File: src/rtl/cpu_pkg.sv
// ---------------------------------------------------------------------------
// cpu_pkg : shared types and constants for the framebuffer mirror write path
// Revision : 1.0
// ---------------------------------------------------------------------------
`default_nettype none

package cpu_pkg;

  typedef enum logic [1:0] {
    S_IDLE  = 2'd0,
    S_DRAIN = 2'd1,
    S_CLEAR = 2'd2
  } t_mirror_state;

  localparam logic [14:0] SCREEN_BASE_ADDR  = 15'h4000;
  localparam int unsigned SCREEN_WORDS      = 8192;
  localparam int unsigned MIRROR_FIFO_DEPTH = 8;

  typedef struct packed {
    logic [12:0] addr;
    logic [15:0] data;
  } t_fb_entry;

endpackage

`default_nettype wire

File: src/rtl/mirror_fifo.sv
// ---------------------------------------------------------------------------
// mirror_fifo : entry storage, pointers and occupancy for the mirror buffer
// Revision : 1.0
// ---------------------------------------------------------------------------
`default_nettype none

module mirror_fifo
  import cpu_pkg::*;
#(
  parameter int unsigned DEPTH = MIRROR_FIFO_DEPTH
) (
  input  logic                   clk,
  input  logic                   resetN,
  input  logic                   push,
  input  logic                   pop,
  input  logic                   coalesce,
  input  t_fb_entry              wr_entry,
  output t_fb_entry              head,
  output logic [12:0]            tail_addr,
  output logic [$clog2(DEPTH):0] level
);

  localparam int unsigned PW = $clog2(DEPTH);

  t_fb_entry      r_mem [DEPTH];
  logic [PW-1:0]  r_wr_ptr;
  logic [PW-1:0]  r_rd_ptr;
  logic [PW-1:0]  w_tail_ptr;

  assign w_tail_ptr = r_wr_ptr - PW'(1);
  assign head       = r_mem[r_rd_ptr];
  assign tail_addr  = r_mem[w_tail_ptr].addr;

  // Coalescing rewrites only the data of the newest entry; push and coalesce are exclusive.
  always_ff @(posedge clk) begin
    if (push) begin
      r_mem[r_wr_ptr] <= wr_entry;
    end else if (coalesce) begin
      r_mem[w_tail_ptr].data <= wr_entry.data;
    end
  end

  always_ff @(posedge clk or negedge resetN) begin
    if (!resetN) begin
      r_wr_ptr <= '0;
      r_rd_ptr <= '0;
      level    <= '0;
    end else begin
      if (push) r_wr_ptr <= r_wr_ptr + PW'(1);
      if (pop)  r_rd_ptr <= r_rd_ptr + PW'(1);
      case ({push, pop})
        2'b10:   level <= level + 1'b1;
        2'b01:   level <= level - 1'b1;
        default: level <= level;
      endcase
    end
  end

endmodule

`default_nettype wire

File: src/rtl/mem_mirror_wr_buf.sv
// ---------------------------------------------------------------------------
// mem_mirror_wr_buf : buffers CPU screen writes and replays them into the
//                     framebuffer port around VGA reads; also bulk-clears it
// Revision : 1.0
// ---------------------------------------------------------------------------
`default_nettype none

module mem_mirror_wr_buf
  import cpu_pkg::t_mirror_state;
  import cpu_pkg::S_IDLE;
  import cpu_pkg::S_DRAIN;
  import cpu_pkg::S_CLEAR;
  import cpu_pkg::t_fb_entry;
#(
  parameter int unsigned DEPTH        = cpu_pkg::MIRROR_FIFO_DEPTH,
  parameter logic [14:0] SCREEN_BASE  = cpu_pkg::SCREEN_BASE_ADDR,
  parameter int unsigned SCREEN_WORDS = cpu_pkg::SCREEN_WORDS
) (
  input  logic                   clk,
  input  logic                   resetN,
  input  logic                   write_m,
  input  logic [14:0]            data_addr,
  input  logic [15:0]            out_m,
  input  logic                   fb_busy,
  input  logic                   clr_req,
  output logic                   fb_wr_en,
  output logic [12:0]            fb_wr_addr,
  output logic [15:0]            fb_wr_data,
  output logic                   clr_done,
  output logic [$clog2(DEPTH):0] fifo_level,
  output logic                   overflow,
  output logic [15:0]            drop_cnt
);

  localparam int unsigned LW           = $clog2(DEPTH) + 1;
  localparam logic [LW-1:0] c_full_lvl = LW'(DEPTH);
  localparam logic [15:0] c_screen_lo  = 16'(SCREEN_BASE);
  localparam logic [15:0] c_screen_hi  = 16'(SCREEN_BASE) + 16'(SCREEN_WORDS);
  localparam logic [12:0] c_last_word  = 13'(SCREEN_WORDS - 1);

  t_mirror_state r_state;
  logic [12:0]   r_clr_cnt;
  logic          r_clr_last;

  logic          w_cand;
  logic          w_pop;
  logic          w_push;
  logic          w_coalesce;
  logic          w_drop;
  logic          w_full;
  logic          w_tail_hit;
  logic [12:0]   w_off;
  logic [12:0]   w_tail_addr;
  t_fb_entry     w_head;
  t_fb_entry     w_wr_entry;

  assign w_off      = 13'(data_addr - SCREEN_BASE);
  assign w_cand     = write_m && ({1'b0, data_addr} >= c_screen_lo)
                              && ({1'b0, data_addr} <  c_screen_hi);
  assign w_full     = (fifo_level == c_full_lvl);
  assign w_pop      = (fifo_level != '0) && !fb_busy
                      && ((r_state == S_IDLE) || (r_state == S_DRAIN));
  assign w_tail_hit = (fifo_level != '0) && (w_tail_addr == w_off);

  // A lone entry leaving this cycle cannot absorb the write; it becomes a fresh push.
  assign w_coalesce = w_cand && w_tail_hit && !(w_pop && (fifo_level == LW'(1)));
  assign w_push     = w_cand && !w_coalesce && (!w_full || w_pop);
  assign w_drop     = w_cand && !w_coalesce && w_full && !w_pop;

  assign w_wr_entry = '{addr: w_off, data: out_m};

  mirror_fifo #(
    .DEPTH (DEPTH)
  ) u_fifo (
    .clk       (clk),
    .resetN    (resetN),
    .push      (w_push),
    .pop       (w_pop),
    .coalesce  (w_coalesce),
    .wr_entry  (w_wr_entry),
    .head      (w_head),
    .tail_addr (w_tail_addr),
    .level     (fifo_level)
  );

  always_ff @(posedge clk or negedge resetN) begin
    if (!resetN) begin
      r_state    <= S_IDLE;
      r_clr_cnt  <= '0;
      r_clr_last <= 1'b0;
      fb_wr_en   <= 1'b0;
      fb_wr_addr <= '0;
      fb_wr_data <= '0;
      clr_done   <= 1'b0;
      overflow   <= 1'b0;
      drop_cnt   <= '0;
    end else begin
      fb_wr_en   <= 1'b0;
      r_clr_last <= 1'b0;
      clr_done   <= r_clr_last;

      if (w_drop) begin
        overflow <= 1'b1;
        if (drop_cnt != 16'hFFFF) drop_cnt <= drop_cnt + 16'd1;
      end

      if (w_pop) begin
        fb_wr_en   <= 1'b1;
        fb_wr_addr <= w_head.addr;
        fb_wr_data <= w_head.data;
      end

      case (r_state)
        S_IDLE: begin
          if (clr_req) r_state <= S_DRAIN;
        end
        S_DRAIN: begin
          if (fifo_level == '0) begin
            r_state   <= S_CLEAR;
            r_clr_cnt <= '0;
          end
        end
        S_CLEAR: begin
          if (!fb_busy) begin
            fb_wr_en   <= 1'b1;
            fb_wr_addr <= r_clr_cnt;
            fb_wr_data <= 16'h0000;
            r_clr_cnt  <= r_clr_cnt + 13'd1;
            if (r_clr_cnt == c_last_word) begin
              r_state    <= S_IDLE;
              r_clr_last <= 1'b1;
            end
          end
        end
        default: r_state <= S_IDLE;
      endcase
    end
  end

endmodule

`default_nettype wire

File: config.mk
export PLATFORM = sky130hd
export DESIGN_NAME = mem_mirror_wr_buf
export DESIGN_NICKNAME = d
export VERILOG_FILES = /design/src/rtl/cpu_pkg.sv /design/src/rtl/mirror_fifo.sv /design/src/rtl/mem_mirror_wr_buf.sv
export SDC_FILE = /design/constraint.sdc
export NUM_CORES = 1
export LEC_CHECK = 0
export CAP_MARGIN = 10
export CORE_AREA = 2 2 159 161
export DETAILED_ROUTE_END_ITERATION = 7
export DIE_AREA = 0 0 161 163
export HOLD_SLACK_MARGIN = 0.02
export PLACE_DENSITY = 0.74
export SLEW_MARGIN = 20
export SYNTH_ARGS = -nofsm -noshare
export SYNTH_HDL_FRONTEND = slang
export SYNTH_SLANG_ARGS = --single-unit
File: constraint.sdc
create_clock -name clk -period 8.05 [get_ports clk]
set_input_delay 1.61 -clock clk [delete_from_list [all_inputs] [get_ports clk]]
set_output_delay 1.61 -clock clk [all_outputs]
set_load 0.005 [all_outputs]
### Word level (Yosys, flattened, before mapping)

Memories as Yosys holds them, arrays and structs flattened.
Index checks and enable logic that the tools add are counted.

* register bits: 74
* bits in latches: 0
* bits in writable memories: 232
* ROM bits: 0
* logic and storage cells: 93
* memories kept: 1

Memories
* u_fifo.r_mem: depth 8, bits a word 29, read ports 2, clocked after memory_dff 0, write ports 1, RTL line mirror_fifo.sv:25 `t_fb_entry r_mem [DEPTH];`

* add/subtract/negate cells: 8
* multiply operators: 0
* divide/modulo/power cells: 0
* magnitude comparators: 2
* equality and inequality tests: 13
* shift operators: 0
* muxes and demuxes: 29
* bitwise logic cells: 0
* reductions and logical operators: 28

Operator list (number)
* $mux W13: 5
* $mux W16: 3
* $mux W29: 1
* $reduce_or A29 Y1: 1
* $pmux W13 S2: 1
* $add A16 B1 Y16 const B: 1
* $ne A16 B16 Y1 const B: 1
* $ge A15 B15 Y1 const B: 1
* $lt A15 B15 Y1 const B: 1
* $add A13 B1 Y13 const B: 1
* $eq A13 B13 Y1: 1
* $eq A13 B13 Y1 const B: 1
* $sub A13 B1 Y13 const B: 1
* $logic_and A1 B1 Y1: 12
* $mux W1: 11
* $mux W2: 5
* $pmux W4 S2: 1
* $add A3 B1 Y3 const B: 2
* $ne A2 B2 Y1 const B: 3
* $pmux W2 S3: 1
* $logic_not A1 Y1: 5
* $add A4 B1 Y4 const B: 1
* $eq A2 B1 Y1 const B: 2
* $eq A2 B2 Y1 const B: 2
* other kinds (14): 16

### Logic depth before layout (Yosys ltp)

Gate-level depths: netlist of the first run.

* word-level depth: 13
* mapped depth: 16
* mapped depth without buffers: 10

### Hierarchy

From an unflattened synthesis of the first run, not the netlist that was laid out.

* cell total of the unflattened synthesis: 823
* area total of the unflattened synthesis: 13563.0 sq um

Modules (own cells, without submodules)
* mirror_fifo: times used 1, cells each 489, area an instance 10378.7 sq um, sequential area each 7216.9 sq um
* mem_mirror_wr_buf: times used 1, cells each 334, area an instance 3184.3 sq um, sequential area each 1601.5 sq um

### Least setup slack after synthesis of the first run

No wires, ideal clock.

* path kind: register -> register
* from: register u_fifo.r_wr_ptr[0]
* to: memory u_fifo.r_mem[3][16] (netlist name), enable pin
* setup time: 0.400 ns
* data arrival time: 4.347 ns
* slack: 3.303 ns
* stages on the path, launching flop included: 16
* path through: dfrtp_1 buf_6 buf_12 buf_2 clkinv_1 ha_1 buf_1 mux4_1 xnor2_1 a21oi_1 nor4_2 and4_1 buf_6 nand2_4 o31a_1 nor3_1

* word-level cells in the longest chain between the ends: 13
* elaborated cells between the ends (all ways): 17

Ends and longest elaborated chain
* start, declared: RTL line mirror_fifo.sv:26 `logic [PW-1:0] r_wr_ptr;`
* start signal, assigned: RTL line mirror_fifo.sv:49 `if (push) r_wr_ptr <= r_wr_ptr + PW'(1);`
* $sub A3 B1 Y3 (*): RTL line mirror_fifo.sv:30 `assign w_tail_ptr = r_wr_ptr - PW'(1);`
* via u_fifo.w_tail_ptr[0]: RTL line mirror_fifo.sv:28 `logic [PW-1:0] w_tail_ptr;`
* $mem_v2 Z8 W29
* $eq A13 B13 Y1: RTL line mem_mirror_wr_buf.sv:63 `assign w_tail_hit = (fifo_level != '0) && (w_tail_addr == w_off);`
* $logic_and A1 B1 Y1: RTL line mem_mirror_wr_buf.sv:63
* $logic_and A1 B1 Y1 (2 in series): RTL line mem_mirror_wr_buf.sv:66 `assign w_coalesce = w_cand && w_tail_hit && !(w_pop && (fifo_level == LW'(1)));`
* $logic_not A1 Y1: RTL line mem_mirror_wr_buf.sv:67 `assign w_push = w_cand && !w_coalesce && (!w_full || w_pop);`
* $logic_and A1 B1 Y1 (2 in series): RTL line mem_mirror_wr_buf.sv:67
* $mux W1: RTL line mirror_fifo.sv:36 `if (push) begin`
* $mux W1 (not written as such): RTL line mirror_fifo.sv:39 `r_mem[w_tail_ptr].data <= wr_entry.data;`
* $reduce_or A29 Y1 (no line)
* $mux W3 (no line) / $mux W2 (equally long branches)
* end, declared: RTL line mirror_fifo.sv:25

The timed path passes the listed nets; every way through them passes the cells marked *.

### Worst setup path after layout of the first run

* from: register u_fifo.r_wr_ptr[0]
* to: memory u_fifo.r_mem[4][15] (netlist name), enable pin

Same word-level chain as after synthesis.

==> metrics.txt, run 1 <==
status finished clean; Overflow after GRT 0; Tmin final roughly 5.4 ns; Top-Level Pins 88; clock buffer depth 3; Hold EP clr_done; 1st-pass router iterations 5; core footprint 24700 um2; diode count 0; measured slew at the worst slew-check pin 1.04 ns; Post-DRT Antenna Nets 0; Worst R2R Start u_fifo.r_wr_ptr[0]; crit end category flop; routability cong. 0.836; Setup Skew 0.0118 ns; die height ~160 um; share of cells above drive strength 1 0.201; top post-synthesis cells by area edfxtp_1 53%, dfrtp_1 14%, mux4_2 13%; final instance area 15500 um2; synthesis-to-finish area growth 17.2%; routed wire length about 27 mm; CP Data Required Time 8.23 ns; fillers 1740; max-slew violations 0; CP Class reg -> reg; flops & latches, synth 306; Synth top cells by count 232 x edfxtp_1, 78 x mux4_2, 74 x dfrtp_1; synthesized cell area 13200 um2; hold_sp r_clr_last; post-route clock period utilization 0.666; R2R Path End u_fifo.r_mem[4][15]; DRC violations left 0; leakage between 5 and 6 nW; Buffers on Ports 87; first-pass GRT wire length 43.0 mm; r2r setup slk approximately 2.7 ns; max_slew headroom 0.305; Main synth FF type edfxtp_1; post-cts sizing count 0; Setup TNS 0 ns; post-synth net total about 820; largest net degree at the start of global routing 75; Net count, final 915; Reg clk slew, reported paths 0.06 ns; Post-synth EDFFs between 200 and 250; Starting Density 0.536; Chip Width 161 um; GRT Total Usage 0.215; DRC marker count from the first detailed-route iteration around 700; top-count cell post-synth edfxtp_1; CTS H-tree depth 1; TritonCTS clock tree built; Min-Delay Path Class reg -> reg; RSZ-0062 raised after global routing false; Netlist cell types 62; maximum vdd drop 0.184 mV; # Max-Cap Violations 0; r2r worst-path depth 12; vias in the first global route 7132; mean post-synth cell area between 15 and 20 um2; worst hold path depth 0; Row Count 58; Post-Syn Instances around 770; Root Driver clkbuf_16; CTS buffer count 30; final hold vios 0; sequential share of the synthesized area 0.667; hold buffer count at CTS 0; vias after detailed routing 7270; DPL Wire Length 16.9 mm; Crit Path Max Fanout 25; power density cells roughly 330 nW/um2; # setup viols final 0; Synth top area share 0.527; antenna violations before repair 0; vias per inst just under 6; Yosys warnings 0; critical path arrival 5.54 ns; Yosys top cell by area edfxtp_1; DR WL/cell between 20 and 25 um; clock sinks 306; fmax about 190 MHz; Area after DPL 14500 um2; DIE AREA between 20000 and 30000 um2; worst-skew pair later-pin latency 0.56 ns; postcts setup bufs 0; asr flop ratio synth 0.242; Startpoint Class flop
==> flip-flops by register name (all words and copies together), names as in the netlist <==
register and cells:
r_state 2, r_clr_cnt 13, drop_cnt 16, u_fifo.r_wr_ptr 3
overflow 1, fb_wr_data 16, clr_done 1, u_fifo.r_rd_ptr 3
r_clr_last 1, fb_wr_en 1, fb_wr_addr 13, u_fifo.level 4
u_fifo.r_mem 232
==> routing by layer <==
metal / up-vias / track usage / wire length [um]
met5: - / 0 / 0
met4: 0 / 0.0552 / 594
met3: 45 / 0.0323 / 1540
met2: 243 / 0.345 / 13200
met1: 3729 / 0.314 / 12200
li1: 3253 / - / -
==> worst max-delay path: stages (launching register included) <==
cell and delay [ns]:
dfrtp_1 0.33, buf_4 0.39, clkinv_1 0.39, ha_1 0.65, buf_4 0.42, mux4_2 0.35
mux2i_1 0.21, xnor2_1 0.13, nor4_2 0.38, and4_1 0.47, nand2_4 0.13, mux2_4 0.35
a21oi_2 0.75
==> where the power goes <==
group | total [mW] | internal, mW | switching [mW]
clock | 1.41 | 0.824 | 0.585
combinational | 1.67 | 0.863 | 0.808
sequential | 2.06 | 1.87 | 0.183
total | 5.14 | 3.56 | 1.58
==> through the flow <==
step / hold WS (ns) / utilization / worst slack [ns] / power [mW] / cells
after floorplan: 0.331 / - / 3.30 / 3.24 / 772
after global placement: 0.338 / 0.587 / 2.84 / 3.74 / 1169
after detailed placement: 0.350 / 0.587 / 2.72 / 3.77 / 1169
after CTS: 0.374 / 0.628 / 2.66 / 5.18 / 1225
after global routing: 0.379 / 0.628 / 2.37 / 5.40 / 1225
final: 0.368 / 0.628 / 2.69 / 5.14 / 1225
==> cell families (layout without fill, tap and decap cells) <==
| group | Yosys count | in the layout | share of synthesized area |
|---|---|---|---|
| buf+inv | 56 | 179 | 0.0201 |
| flops | 306 | 306 | 0.667 |
| simple gates | 137 | 137 | 0.0528 |
| fa+ha+maj | 8 | 8 | 0.00757 |
| xor+xnor | 47 | 47 | 0.0317 |
| compound gates | 87 | 87 | 0.0430 |
| mux | 131 | 131 | 0.178 |
==> cell usage in the layout (no fill, tap or decap), types with 4 or more instances in the layout <==
| master | n |
|---|---|
| edfxtp_1 | 232 |
| clkdlybuf4s50_1 | 86 |
| mux4_2 | 78 |
| dfrtp_1 | 71 |
| mux2i_1 | 45 |
| o21ai_0 | 37 |
| nand3_1 | 32 |
| nor2_1 | 31 |
| clkbuf_16 | 30 |
| xnor2_1 | 28 |
| nand2_1 | 24 |
| buf_4 | 20 |
| xor2_1 | 18 |
| inv_1 | 15 |
| a21oi_1 | 13 |
| nor3_1 | 13 |
| a22oi_1 | 12 |
| ha_1 | 8 |
| clkbuf_1 | 7 |
| clkinv_2 | 7 |
| nand4_1 | 6 |
| a21oi_2 | 4 |
| nor3_2 | 4 |
| or3_1 | 4 |
| clkbuf_8 | 4 |
==> worst max path at each step <==
stage | endpoint | slack (ns) | startpoint
CTS | u_fifo.r_mem[4][9] | 2.66 | u_fifo.r_wr_ptr[0]
global route | u_fifo.r_mem[4][9] | 2.37 | u_fifo.r_wr_ptr[0]
floorplan | u_fifo.r_mem[3][16] | 3.30 | u_fifo.r_wr_ptr[0]
finish | u_fifo.r_mem[4][15] | 2.69 | u_fifo.r_wr_ptr[0]
detailed placement | u_fifo.r_mem[4][4] | 2.72 | u_fifo.r_wr_ptr[0]
global placement | u_fifo.r_mem[6][15] | 2.84 | u_fifo.r_wr_ptr[0]
==> final cells by class <==
cell class / count / area (um2) / area share
Sequential cell: 306 / 8820 / 0.570
Multi-Input combinational cell: 410 / 4170 / 0.269
Timing Repair Buffer: 107 / 1020 / 0.0660
Clock buffer: 41 / 832 / 0.0537
Tap cell: 330 / 413 / 0.0267
Clock inverter: 15 / 174 / 0.0112
Inverter: 16 / 60.1 / 0.00388
No activity file was read; power rests on OpenSTA's default activity.
==> inputs of run 2 (changes only) <==
--- a/config.mk
+++ b/config.mk
@@ -6,11 +6,11 @@
 export NUM_CORES = 1
 export LEC_CHECK = 0
 export CAP_MARGIN = 10
-export CORE_AREA = 2 2 159 161
+export CORE_AREA = 2 2 161 163
 export DETAILED_ROUTE_END_ITERATION = 7
-export DIE_AREA = 0 0 161 163
+export DIE_AREA = 0 0 163 165
 export HOLD_SLACK_MARGIN = 0.02
-export PLACE_DENSITY = 0.74
+export PLACE_DENSITY = 0.75
 export SLEW_MARGIN = 20
 export SYNTH_ARGS = -nofsm -noshare
 export SYNTH_HDL_FRONTEND = slang
==> constraint.sdc (replaced) <==
create_clock -name clk -period 4.4 [get_ports clk]
set_input_delay 0.88 -clock clk [delete_from_list [all_inputs] [get_ports clk]]
set_output_delay 0.88 -clock clk [all_outputs]
set_load 0.005 [all_outputs]
==> run 2 against run 1 <==
  * Combinational power is 87% higher
  * Count of clock-buffer cells in the layout is 6 higher
  * Maximum frequency is 36% higher
  * Clock power is 87% higher
  * Cell count is 1.8% higher
  * Largest cell class unchanged
  * Die area is 2.5% higher
  * Global-route usage is 0.54 points higher
  * First-iteration DRC count is 1.2% lower
==> metrics.txt, run 2 (synthesis results as in run 1) <==
status finished clean; measured slew at the worst slew-check pin 0.964 ns; routability cong. between 0.8 and 0.9; max_slew headroom 0.358; CP Class reg -> reg; worst-skew pair later-pin latency 0.50 ns; 1st-pass router iterations 4; vias in the first global route 7635; RSZ-0062 raised after global routing false; Starting Density 0.528; critical path arrival 4.15 ns; power density cells 612 nW/um2; TritonCTS clock tree built; leakage roughly 5.5 nW; routed wire length 28.5 mm; Total Power 9.63 mW; most frequent cells in the layout 232 x edfxtp_1, 86 x clkdlybuf4s50_1, 78 x mux4_2, 71 x dfrtp_1, 45 x mux2i_1; Biggest register u_fifo.r_mem; vias per inst just under 6; Worst path slowest cell mux4_2; DRC violations left 0; die height about 170 um; crit end category flop; clock sinks just over 300; Crit Path Max Fanout 21; cell repeated most along the worst path buf_12; final hold vios 0; post-cts sizing count 0; Net count, final 939; share of cells above drive strength 1 0.215; Comb power frac 0.324; Flop pwr share 0.401; Reg clk slew, reported paths 0.06 ns; dpl ws 0.384 ns; Top-Level Pins 88; CP Data Required Time 4.61 ns; CP max stage delay around 0.53 ns; postcts setup bufs 0; min setup slack post-route 0.456 ns; largest net degree at the start of global routing 75; # Max-Cap Violations 0; synthesis-to-finish area growth 19.1%; Tmin final 3.94 ns; # setup viols final 0; Min-Delay Path Class reg -> reg; clock buffer depth 3; Post-DRT Antenna Nets 0; first-pass GRT wire length 44.4 mm; clock network power share 0.274; DPL Wire Length approximately 18 mm; core footprint 25000 um2; sw frac 0.306; post-route clock period utilization 0.896; biggest regs u_fifo.r_mem (232), drop_cnt (16), fb_wr_data (16); antenna violations before repair 0; Int Pwr approximately 6.7 mW; Overflow after GRT 0; fmax 254 MHz; vias after detailed routing 7403; CTS H-tree depth 2; maximum vdd drop approximately 0.33 mV; Psw around 3.0 mW; DRC marker count from the first detailed-route iteration 685; Buffers on Ports 87; max-slew violations 0; Largest register FFs 232; CP Cell Sequence inv_1 > ha_1 > xor2_2 > buf_12 > mux4_2 > xnor2_1 > nor4_2 > and4_1 > nand2_4 > mux2_4 > nor2_2 > buf_12; Startpoint Class flop; hold buffer count at CTS 0; Chip Width between 150 and 200 um; Root Driver clkbuf_16; post-layout util 0.629; DR WL/cell roughly 23 um; GRT Total Usage 0.220; diode count 0; Row Count 58; DIE AREA roughly 27000 um2; commonest non-fill, non-tap cell in the layout edfxtp_1; CTS buffer count 34; Setup Skew 0.0197 ns
## run 2: worst paths after layout
path	to	cells past startpoint	start	slack, ns
worst max-delay path	u_fifo.r_mem[4][23]	12	u_fifo.r_wr_ptr[1]	0.46
worst min-delay path	clr_done	0	r_clr_last	0.35
worst max register to register	u_fifo.r_mem[4][23]	12	u_fifo.r_wr_ptr[1]	0.46
worst min register to register	clr_done	0	r_clr_last	0.35
max in group asynchronous	u_fifo.r_rd_ptr[0]	1	resetN	3.15
min in group asynchronous	r_clr_cnt[4]	1	resetN	0.54
## run 2: critical path, delay by kind of cell, from the launching register on
family	cells	cell delay [ns]
mux	2	0.89
simple gates	4	1.18
flops	1	0.42
fa+ha+maj	1	0.24
xor+xnor	2	0.37
buf+inv	3	0.54
## run 2: routing by layer
metal | vias up | routed length, um | GRT usage
met5 | - | 0 | 0
li1 | 3294 | - | -
met2 | 255 | 14100 | 0.363
met3 | 35 | 1590 | 0.0352
met4 | 0 | 471 | 0.0575
met1 | 3819 | 12300 | 0.310
## run 2: metrics by stage
stage | cells | hold WS (ns) | setup TNS (ns) | cell area [um2]
after CTS | 1247 | 0.352 | 0 | 15700
after global placement | 1189 | 0.333 | 0 | 14700
final | 1247 | 0.350 | 0 | 15700
after floorplan | 772 | 0.331 | -25.85 | 13200
after detailed placement | 1189 | 0.341 | 0 | 14700
after global routing | 1247 | 0.356 | 0 | 15700
## run 2: power groups by stage
| stage | sequential (mW) | combinational, mW | clock [mW] |
|---|---|---|---|
| 2_1_floorplan | 3.65 | 2.28 | 0 |
| 3_3_place_gp | 3.92 | 3.08 | 0 |
| 3_5_place_dp | 3.93 | 3.12 | 0 |
| 4_1_cts | 3.88 | 3.15 | 2.70 |
| 5_1_grt | 3.92 | 3.37 | 2.82 |
| 6_report | 3.87 | 3.12 | 2.64 |
## run 2: layout make-up
| type | instances | area, um2 |
|---|---|---|
| clock buffers | 47 | 963 |
| clock inverters | 11 | 81.3 |
| fillers | 1797 | 9290 |
| inverters | 16 | 60.1 |
| multi-input cells | 410 | 4170 |
| flip-flops and latches | 306 | 8820 |
| well taps | 330 | 413 |
| repair buffers | 127 | 1230 |
==> inputs of run 3 (changes only) <==
--- a/config.mk
+++ b/config.mk
@@ -6,9 +6,9 @@
 export NUM_CORES = 1
 export LEC_CHECK = 0
 export CAP_MARGIN = 10
-export CORE_AREA = 2 2 161 163
+export CORE_AREA = 2 2 123 214
 export DETAILED_ROUTE_END_ITERATION = 7
-export DIE_AREA = 0 0 163 165
+export DIE_AREA = 0 0 125 216
 export HOLD_SLACK_MARGIN = 0.02
 export PLACE_DENSITY = 0.75
 export SLEW_MARGIN = 20
==> run 3 against run 2 <==
  * Sequential power is 1% higher
  * First-iteration DRC count is 19% lower
  * Count of clock-buffer cells in the layout decreased by 15
  * Cell area down 1.8%
==> metrics.txt, run 3 (synthesis results as in run 1) <==
status finished clean; worst-skew pair later-pin latency around 0.55 ns; Setup Skew approximately 0.02 ns; crit end category flop; CTS buffer count 26; vias in the first global route 7679; Biggest register u_fifo.r_mem; Reg clk slew, reported paths 0.07 ns; critical path's top delay family simple AND/OR/NAND/NOR gates; largest net degree at the start of global routing 75; Startpoint Class flop; routability cong. 0.840; power density cells 598 nW/um2; first-pass GRT wire length 43.7 mm; Worst R2R Start u_fifo.r_wr_ptr[1]; clock buffer depth 3; core footprint ~25000 um2; # setup viols final 0; Min-Delay Path Class in -> async; most frequent cells in the layout 232 x edfxtp_1, 86 x clkdlybuf4s50_1, 78 x mux4_2, 71 x dfrtp_1, 45 x mux2i_1; TritonCTS clock tree built; GRT Total Usage 0.214; DRC marker count from the first detailed-route iteration 552; biggest regs u_fifo.r_mem (232), drop_cnt (16), fb_wr_data (16); max-slew violations 0; Overflow after GRT 0; Worst path slowest cell and4_1; Root Driver clkbuf_16; CP Cell Sequence inv_1 > ha_1 > buf_4 > mux4_2 > xnor2_1 > nand3_1 > a2111oi_4 > and4_1 > nand2_4 > mux2_4 > nor3_2 > buf_4; DIE AREA 27000 um2; leakage 5.41 nW; measured slew at the worst slew-check pin approximately 1.1 ns; commonest non-fill, non-tap cell in the layout edfxtp_1; critical path arrival 4.11 ns; antenna violations before repair 0; hold buffer count at CTS 0; synthesis-to-finish area growth 17.1%; Largest register FFs between 200 and 250; Row Count 77; Crit Path Max Fanout 19; final hold vios 0; DPL Wire Length ~19 mm; R2R Path End u_fifo.r_mem[5][24]; post-cts sizing count 0; Buf+Inv Stages, Crit Path 3; fmax 257 MHz; postcts setup bufs 0; post-route clock period utilization 0.883; CP max stage delay 0.50 ns; diode count 0; DR WL/cell 23.3 um; maximum vdd drop roughly 0.48 mV; max_slew headroom 0.259; # Max-Cap Violations 0; fillers 1836; Top-Level Pins between 80 and 90; vias per inst around 6; Buffers on Ports slightly below 90; 1st-pass router iterations 5; r2r worst-path depth 12; DRC violations left 0; Tmin final 3.88 ns; Net count, final 927; clock sinks 306; CTS H-tree depth 1; routed wire length 28.4 mm; Starting Density 0.524; vias after detailed routing between 7000 and 8000; post-layout util 0.613; cell repeated most along the worst path buf_4; Setup TNS 0 ns; Post-DRT Antenna Nets 0; Chip Width 125 um; RSZ-0062 raised after global routing false; CP Data Required Time 4.63 ns; die height 216 um; r2r setup slk just over 0.5 ns; Total Power 9.26 mW; share of cells above drive strength 1 0.212; CP Class reg -> reg
[run 3: power by group]
group	total, mW	internal (mW)	switching, mW	leakage [nW]
clock network	2.26	1.24	1.03	0.414
registers	3.92	3.42	0.502	3.02
logic	3.07	1.65	1.41	1.98
[run 3: worst max-delay path by stage]
stage	start	endpoint	slack [ns]	depth (start not counted)
finish	u_fifo.r_wr_ptr[1]	u_fifo.r_mem[5][24]	0.52	12
global route	u_fifo.r_wr_ptr[1]	u_fifo.r_mem[5][22]	0.25	12
CTS	u_fifo.r_wr_ptr[1]	u_fifo.r_mem[5][21]	0.50	12
detailed placement	data_addr[1]	u_fifo.r_mem[5][21]	0.41	9
global placement	data_addr[1]	u_fifo.r_mem[5][21]	0.49	9
floorplan	u_fifo.r_wr_ptr[0]	u_fifo.r_mem[3][16]	-0.35	15
[run 3: final cells by class]
| class | count | area, um2 | area share |
|---|---|---|---|
| clock buffers | 32 | 724 | 0.0468 |
| clock inverters | 16 | 125 | 0.00809 |
| inverters | 16 | 60.1 | 0.00388 |
| multi-input cells | 410 | 4170 | 0.270 |
| flip-flops and latches | 306 | 8820 | 0.570 |
| well taps | 316 | 395 | 0.0256 |
| repair buffers | 123 | 1170 | 0.0755 |
[run 3: routing by layer]
| metal | track usage | share of wire | vias up | routed length, um |
|---|---|---|---|---|
| met5 | 0 | 0 | - | 0 |
| met4 | 0.109 | 0.049 | 0 | 1400 |
| met3 | 0.0233 | 0.040 | 60 | 1130 |
| met2 | 0.393 | 0.55 | 188 | 15600 |
| met1 | 0.245 | 0.36 | 3748 | 10200 |
| li1 | - | - | 3265 | - |
[run 3: through the flow]
stage                     hold slack [ns]  instance area (um2)  setup slack [ns]  std cells
after floorplan                     0.331                13200            -0.347        772
after global placement              0.336                14600             0.492       1171
after detailed placement            0.339                14600             0.415       1171
after CTS                           0.355                15500             0.495       1219
after global routing                0.359                15500             0.252       1219
final                               0.347                15500             0.515       1219
